===== config.mk =====
export PLATFORM = sky130hd
export DESIGN_NAME = obstacle_spawner
export DESIGN_NICKNAME = d
export VERILOG_FILES = /design/src/rtl/obstacle_spawner.sv
export SDC_FILE = /design/constraint.sdc
export NUM_CORES = 1
export LEC_CHECK = 0
export ABC_AREA = 1
export BUFFER_PORTS_ARGS = -buffer_cell sky130_fd_sc_hd__clkbuf_2
export CAP_MARGIN = 20
export CORE_MARGIN = 5
export CORE_UTILIZATION = 56
export CTS_CLUSTER_DIAMETER = 60
export CTS_CLUSTER_SIZE = 25
export DETAILED_ROUTE_END_ITERATION = 8
export PLACE_DENSITY_LB_ADDON = 0.2
export REMOVE_ABC_BUFFERS = 1
export SYNTH_ARGS = -nofsm -noshare
export SYNTH_HDL_FRONTEND = slang
export SYNTH_SLANG_ARGS = --single-unit

===== constraint.sdc =====
create_clock -name clk -period 2.1 [get_ports clk]
set_input_delay 0.42 -clock clk [delete_from_list [all_inputs] [get_ports clk]]
set_output_delay 0.42 -clock clk [all_outputs]
set_load 0.005 [all_outputs]

===== src/rtl/obstacle_spawner.sv =====
// obstacle_spawner: samples one LFSR nibble per obstacle and turns it into a
// frame-count gap plus an obstacle type. It counts frame ticks down and then
// issues a one-cycle spawn pulse. It is active only while run is high.
module obstacle_spawner #(
  parameter int MIN_GAP   = 8,
  parameter int GAP_SHIFT = 2,
  parameter int CNT_W     = 8
) (
  input  logic             clk,
  input  logic             reset,
  input  logic             run,
  input  logic             frame_tick,
  input  logic [3:0]       rnd,
  output logic             rnd_en,
  output logic             spawn,
  output logic             spawn_type,
  output logic [CNT_W-1:0] gap,
  output logic             busy
);

  typedef enum logic [1:0] {
    IDLE,
    SAMPLE,
    COUNT,
    FIRE
  } state_t;

  state_t           state;
  state_t           state_nx;
  logic [CNT_W-1:0] gap_cnt;
  logic [CNT_W-1:0] gap_calc;
  logic             type_q;
  logic             last_tick;

  assign gap_calc  = CNT_W'(MIN_GAP) + (CNT_W'(rnd[2:0]) << GAP_SHIFT);
  assign last_tick = frame_tick && (gap_cnt == CNT_W'(1));

  // Outputs are decoded from the registered state only.
  assign rnd_en = (state == SAMPLE);
  assign spawn  = (state == FIRE);
  assign busy   = (state != IDLE);

  // State register.
  always_ff @(posedge clk) begin
    if (reset) state <= IDLE;
    else       state <= state_nx;
  end

  // Next-state logic. Dropping run always wins over a frame tick in COUNT.
  always_comb begin
    state_nx = state;
    unique case (state)
      IDLE:    if (run) state_nx = SAMPLE;
      SAMPLE:  state_nx = run ? COUNT : IDLE;
      COUNT: begin
        if (!run)           state_nx = IDLE;
        else if (last_tick) state_nx = FIRE;
      end
      FIRE:    state_nx = run ? SAMPLE : IDLE;
      default: state_nx = IDLE;
    endcase
  end

  // Datapath: capture the gap and type in SAMPLE, count ticks down in COUNT,
  // and publish the latched type on the edge that enters FIRE.
  always_ff @(posedge clk) begin
    if (reset) begin
      gap        <= '0;
      gap_cnt    <= '0;
      type_q     <= 1'b0;
      spawn_type <= 1'b0;
    end else begin
      unique case (state)
        SAMPLE: begin
          if (run) begin
            gap     <= gap_calc;
            gap_cnt <= gap_calc;
            type_q  <= rnd[3];
          end else begin
            gap_cnt <= '0;
          end
        end
        COUNT: begin
          if (!run) begin
            gap_cnt <= '0;
          end else if (frame_tick) begin
            gap_cnt <= gap_cnt - CNT_W'(1);
            if (last_tick) spawn_type <= type_q;
          end
        end
        default: ;
      endcase
    end
  end

endmodule


==> out/metrics.yaml, run 1 <==
synthesis:
  synthesis.area_um2: 931
  netlist.area_leader.share: 0.344
  yosysTopAreaCell: "dfxtp_1"
  syn_inst: 138
  synthTopCellsByArea: "dfxtp_1 34%, nand2_1 12%, nand3_1 8.6%, a21oi_1 6.5%, inv_1 6.5%"
  yosysUniqueCellTypes: 20
  ys_ff_latch: 16
  yosysWarnings: 0
  syn_avg_cell_area_um2: 6.75
  yosysSeqAreaShare: 0.344
power:
  ir_worst_vdd_mv: 0.415
  power.share.clock: 0.314
  power.internal_mw: 0.470
  p_seq_frac: 0.492
  comb_power_share: 0.194
  p_leak_nw: 0.486
  p_per_area_nw_per_um2: 648
  netSwitchingFraction: 0.301
  switchingPower_mw: 0.202
setup_path:
  startpoint_type: "register"
  slowest_stage: "dfxtp_1"
  critical_path.cell_chain: "inv_2, nor2_4, clkbuf_2"
  critPathKind: "reg2out"
  critPathMaxFanout: 7
  reg2reg_slack_ns: 0.82
  required_ns: 1.68
  cp.arrival_ns: 1.08
  cpPeakStageDelay_ns: 0.41
  endpoint_kind: "output port"
  reg2reg_depth: 6
clocking:
  cts_buffer_depth: 2
  hold_buffers: 0
  insertion_delay_ns: 0.29
  clock-sinks: 16
  cts_buffers: 3
  clkTransAtPathRegs_ns: 0.10
  root_buffer: "clkbuf_4"
  cts-resized-gates: 0
  postCtsSetupRepairBufs: 0
  tritoncts: "built"
  htree_num_levels: 1
grt:
  grt_pass1_wl_um: 3400
  grt.total_usage: 0.168
  grt_max_degree: 13
  grt_pass1_vias: 788
  grt_overflow: 0
  grt_antenna_before_repair: 0
drt:
  vias_per_cell: 5.16
  drtIter0Drc: 16
  wl_per_cell_um: 11.6
  drtPass1Iterations: 4
  dr_total_vias: 883
  totalWireLength_um: 1980
  drc: 0
  antenna_left: 0
timing:
  fmax_mhz: 669
  fin_ws_ns: 0.604
  post-route-period-util: 0.712
  setup_tns_ns: 0
  slew_viol_final: 0
  finalHoldViolations: 0
  rsz0062_at_grt: "false"
  setup_violations: 0
  min_period_ns: 1.50
  skew_ns: 0.00106
die:
  core-area_um2: 1540
  io-pin-count: 20
  die_w_um: 50.8
  dieArea_um2: 2580
  die_h_um: 50.8
  start_util: 0.604
  row_count: 14
placed_design:
  pre_cts_ws_ns: 0.794
  port_buffers: 15
  gp_congestion: 0.804
  dpl.hpwl_um: 1560
cells_and_area:
  layout_commonest_cell: "nand2_1"
  nets: 167
  drive_gt1_frac: 0.206
  final_cell_mix: "29 x nand2_1, 16 x inv_1, 16 x nand3_1, 16 x dfxtp_1"
  num_antenna_cells: 0
  areaGrowthSynthToFinish_pct: 11.6
run_status:
  status: "finished clean"
min_path:
  whs_path_depth: 2
  min_path_type: "in2reg"
run:
  maxCapViolCount: 0
metal layers:
layer / track usage / vias up / wire [um]
li1: - / 467 / -
met1: 0.219 / 387 / 896
met2: 0.279 / 25 / 944
met3: 0.0207 / 4 / 109
met4: 0.0638 / 0 / 30
met5: 0 / - / 0
cell type report:
cell class	count	area, um2
sequential	16	320
multi-input combinational	99	507
timing repair buffer	15	75.1
clock buffer	4	36.3
fill	131	503
tap	16	20.0
inverter	21	80.1
through the flow:
stage               cells  cell area [um2]  utilization  hold WS [ns]  total power [mW]
floorplan             136              907            -         0.430             0.430
global placement      167             1000        0.650         0.448             0.464
detailed placement    167             1000        0.650         0.452             0.468
CTS                   171             1040        0.674         0.374             0.673
global route          171             1040        0.674         0.375             0.714
finish                171             1040        0.674         0.375             0.673
cells in the mapped netlist:
cell type  instances
nand2_1           29
dfxtp_1           16
inv_1             16
nand3_1           16
nor2_1            15
a21oi_1           12
o21ai_0            8
buf_4              4
inv_2              4
ha_1               3
nor2_4             3
a21oi_2            2
nand2_4            2
nand4_1            2
buf_2              1
clkinv_2           1
conb_1             1
nand2_2            1
o21a_1             1
xnor2_1            1
worst max-delay path: cells and delay by family (launching register included):
kind | cells | cell delay [ns]
AND/OR/NAND/NOR | 1 | 0.16
flip-flops | 1 | 0.41
buffers and inverters | 2 | 0.21
power by group through the flow:
stage,logic (mW),registers (mW),clock network (mW)
global route,0.153,0.334,0.228
global placement,0.127,0.337,0
CTS,0.131,0.331,0.211
detailed placement,0.131,0.338,0
floorplan,0.0953,0.334,0
finish,0.131,0.331,0.211
path summary, 6_finish.rpt:
path	to	from
max	rnd_en	state[0]
min	gap_cnt[6]	reset
max reg2reg	gap_cnt[2]	gap_cnt[0]
min reg2reg	gap[3]	gap[3]
cell families (layout without fill, tap and decap cells):
logic type,count (synthesis),count (layout),synth area share
AO/OA/AOI/OAI,23,23,0.134
XOR/XNOR,1,1,0.00941
adder cells (fa/ha/maj),3,3,0.0403
buffers and inverters,26,40,0.124
flip-flops,16,16,0.344
other,1,4,0.00403
AND/OR/NAND/NOR,68,68,0.344
registers in the layout, indices dropped and copies added, names as in the netlist:
register / flops
gap_cnt: 8
gap: 4
state: 2
spawn_type: 1
type_q: 1
Note: power is estimated with default switching activity, not from simulation.
==> run 2: changes to the inputs <==
Settings changed: CORE_UTILIZATION 56 to 52.
Clock period 2.1 ns to 1.4 ns, I/O delays scaled along.
==> out/metrics.yaml, run 2 (synthesized netlist as in run 1, its figures left out) <==
timing:
  slew_viol_final: 0
  setup_tns_ns: 0
  setup_violations: 0
  skew_ns: 0.00626
  rsz0062_at_grt: "false"
  fmax_mhz: 766
  finalHoldViolations: 0
  min_period_ns: 1.31
  post-route-period-util: 0.933
cells_and_area:
  final_cell_mix: "29 x nand2_1, 16 x inv_1, 16 x nand3_1"
  drive_gt1_frac: 0.208
  num_antenna_cells: 0
  nets: 167
  finalNonFillerCells: 179
  largest_reg_flops: 8
  areaGrowthSynthToFinish_pct: 11.4
  largestRegisters: "gap_cnt x8, gap x4, state x2"
  largest_register: "gap_cnt"
  layout_commonest_cell: "nand2_1"
grt:
  grt_pass1_vias: 730
  grt_overflow: 0
  grt.total_usage: 0.163
  grt_antenna_before_repair: 0
  grt_pass1_wl_um: 3220
  grt_max_degree: 13
drt:
  wl_per_cell_um: 10.6
  dr_total_vias: 880
  totalWireLength_um: 1900
  drc: 0
  vias_per_cell: 4.92
  drtIter0Drc: 30
  drtPass1Iterations: 4
  antenna_left: 0
die:
  dieArea_um2: 2740
  io-pin-count: 20
  start_util: 0.545
  row_count: 15
  core-area_um2: 1710
  die_h_um: 52.3
  die_w_um: 52.3
clocking:
  cts_buffer_depth: 2
  root_buffer: "clkbuf_4"
  cts_buffers: 3
  clkTransAtPathRegs_ns: 0.10
  tritoncts: "built"
  insertion_delay_ns: 0.30
  hold_buffers: 0
  clock-sinks: 16
  htree_num_levels: 1
setup_path:
  critPathKind: "reg2out"
  r2r-start: "gap_cnt[0]"
  r2r-end: "gap_cnt[2]"
  reg2reg_depth: 6
  cpPeakStageDelay_ns: 0.38
  endpoint_kind: "output port"
  critical_path.startpoint: "state[0]"
  critical_path.cell_chain: "inv_2, nor2_4, clkbuf_2"
  cp.arrival_ns: 1.03
  required_ns: 1.12
  slowest_stage: "dfxtp_2"
  endpoint: "rnd_en"
  startpoint_type: "register"
  reg2reg_slack_ns: 0.16
  critPathMaxFanout: 7
placed_design:
  gp_congestion: 0.816
  dpl.hpwl_um: 1470
  dp_cells: 176
  port_buffers: 15
run:
  maxCapViolCount: 0
power:
  p_per_area_nw_per_um2: 914
  ir_worst_vdd_mv: 0.497
  p_leak_nw: 0.479
min_path:
  min_path_type: "in2reg"
run_status:
  status: "finished clean"
[run 2: cell count changes in the layout (fill, tap and decap cells not counted)]
cell / before / now
dfxtp_1: 16 / 15
dfxtp_2: 0 / 1
clkbuf_8: 1 / 0
[run 2: critical path: cells and delay by family (launching register included)]
family	cells	cell delay, ns
buffers and inverters	2	0.20
flip-flops	1	0.38
AND/OR/NAND/NOR	1	0.15
[run 2: layer usage]
metal  track usage  part of all wire  up-vias
li1              -                 -      469
met1         0.237              0.49      376
met2         0.200              0.42       30
met3        0.0427             0.063        5
met4         0.111             0.024        0
met5             0                 0        -
[run 2: layout make-up]
class | count | area (um2)
clock buffers | 3 | 22.5
fillers | 170 | 671
inverters | 21 | 80.1
multi-input cells | 99 | 507
flip-flops and latches | 16 | 322
well taps | 25 | 31.3
repair buffers | 15 | 75.1
[run 2: worst min path at each step]
stage,startpoint,to,slack [ns],cells after the start
after global routing,reset,gap[5],0.24,2
after global placement,gap[3],gap[3],0.45,2
final,reset,gap[5],0.23,2
after floorplan,reset,gap[2],0.35,1
after detailed placement,gap[3],gap[3],0.45,2
after CTS,reset,gap[5],0.24,2
[run 2: stage by stage]
step           power, mW  setup WS (ns)  hold slack [ns]  utilization  instance area [um2]
2_1_floorplan      0.645          0.308            0.349            -                  907
3_3_place_gp       0.696          0.220            0.449        0.593                 1010
3_5_place_dp       0.699          0.193            0.452        0.593                 1010
4_1_cts            0.941         0.0373            0.238        0.607                 1040
5_1_grt             1.01        0.00438            0.237        0.607                 1040
6_report           0.948         0.0940            0.229        0.607                 1040
[run 2: power breakdown]
group	switching, mW	internal, mW
clock network	0.154	0.100
registers	0.0187	0.476
logic	0.127	0.0713
total	0.300	0.648
[run 2: what timing repair did]
item                       4_1_cts  5_1_grt
setup endpoints to repair        0        1
gates resized for setup          0        1
buffers inserted                 0        0
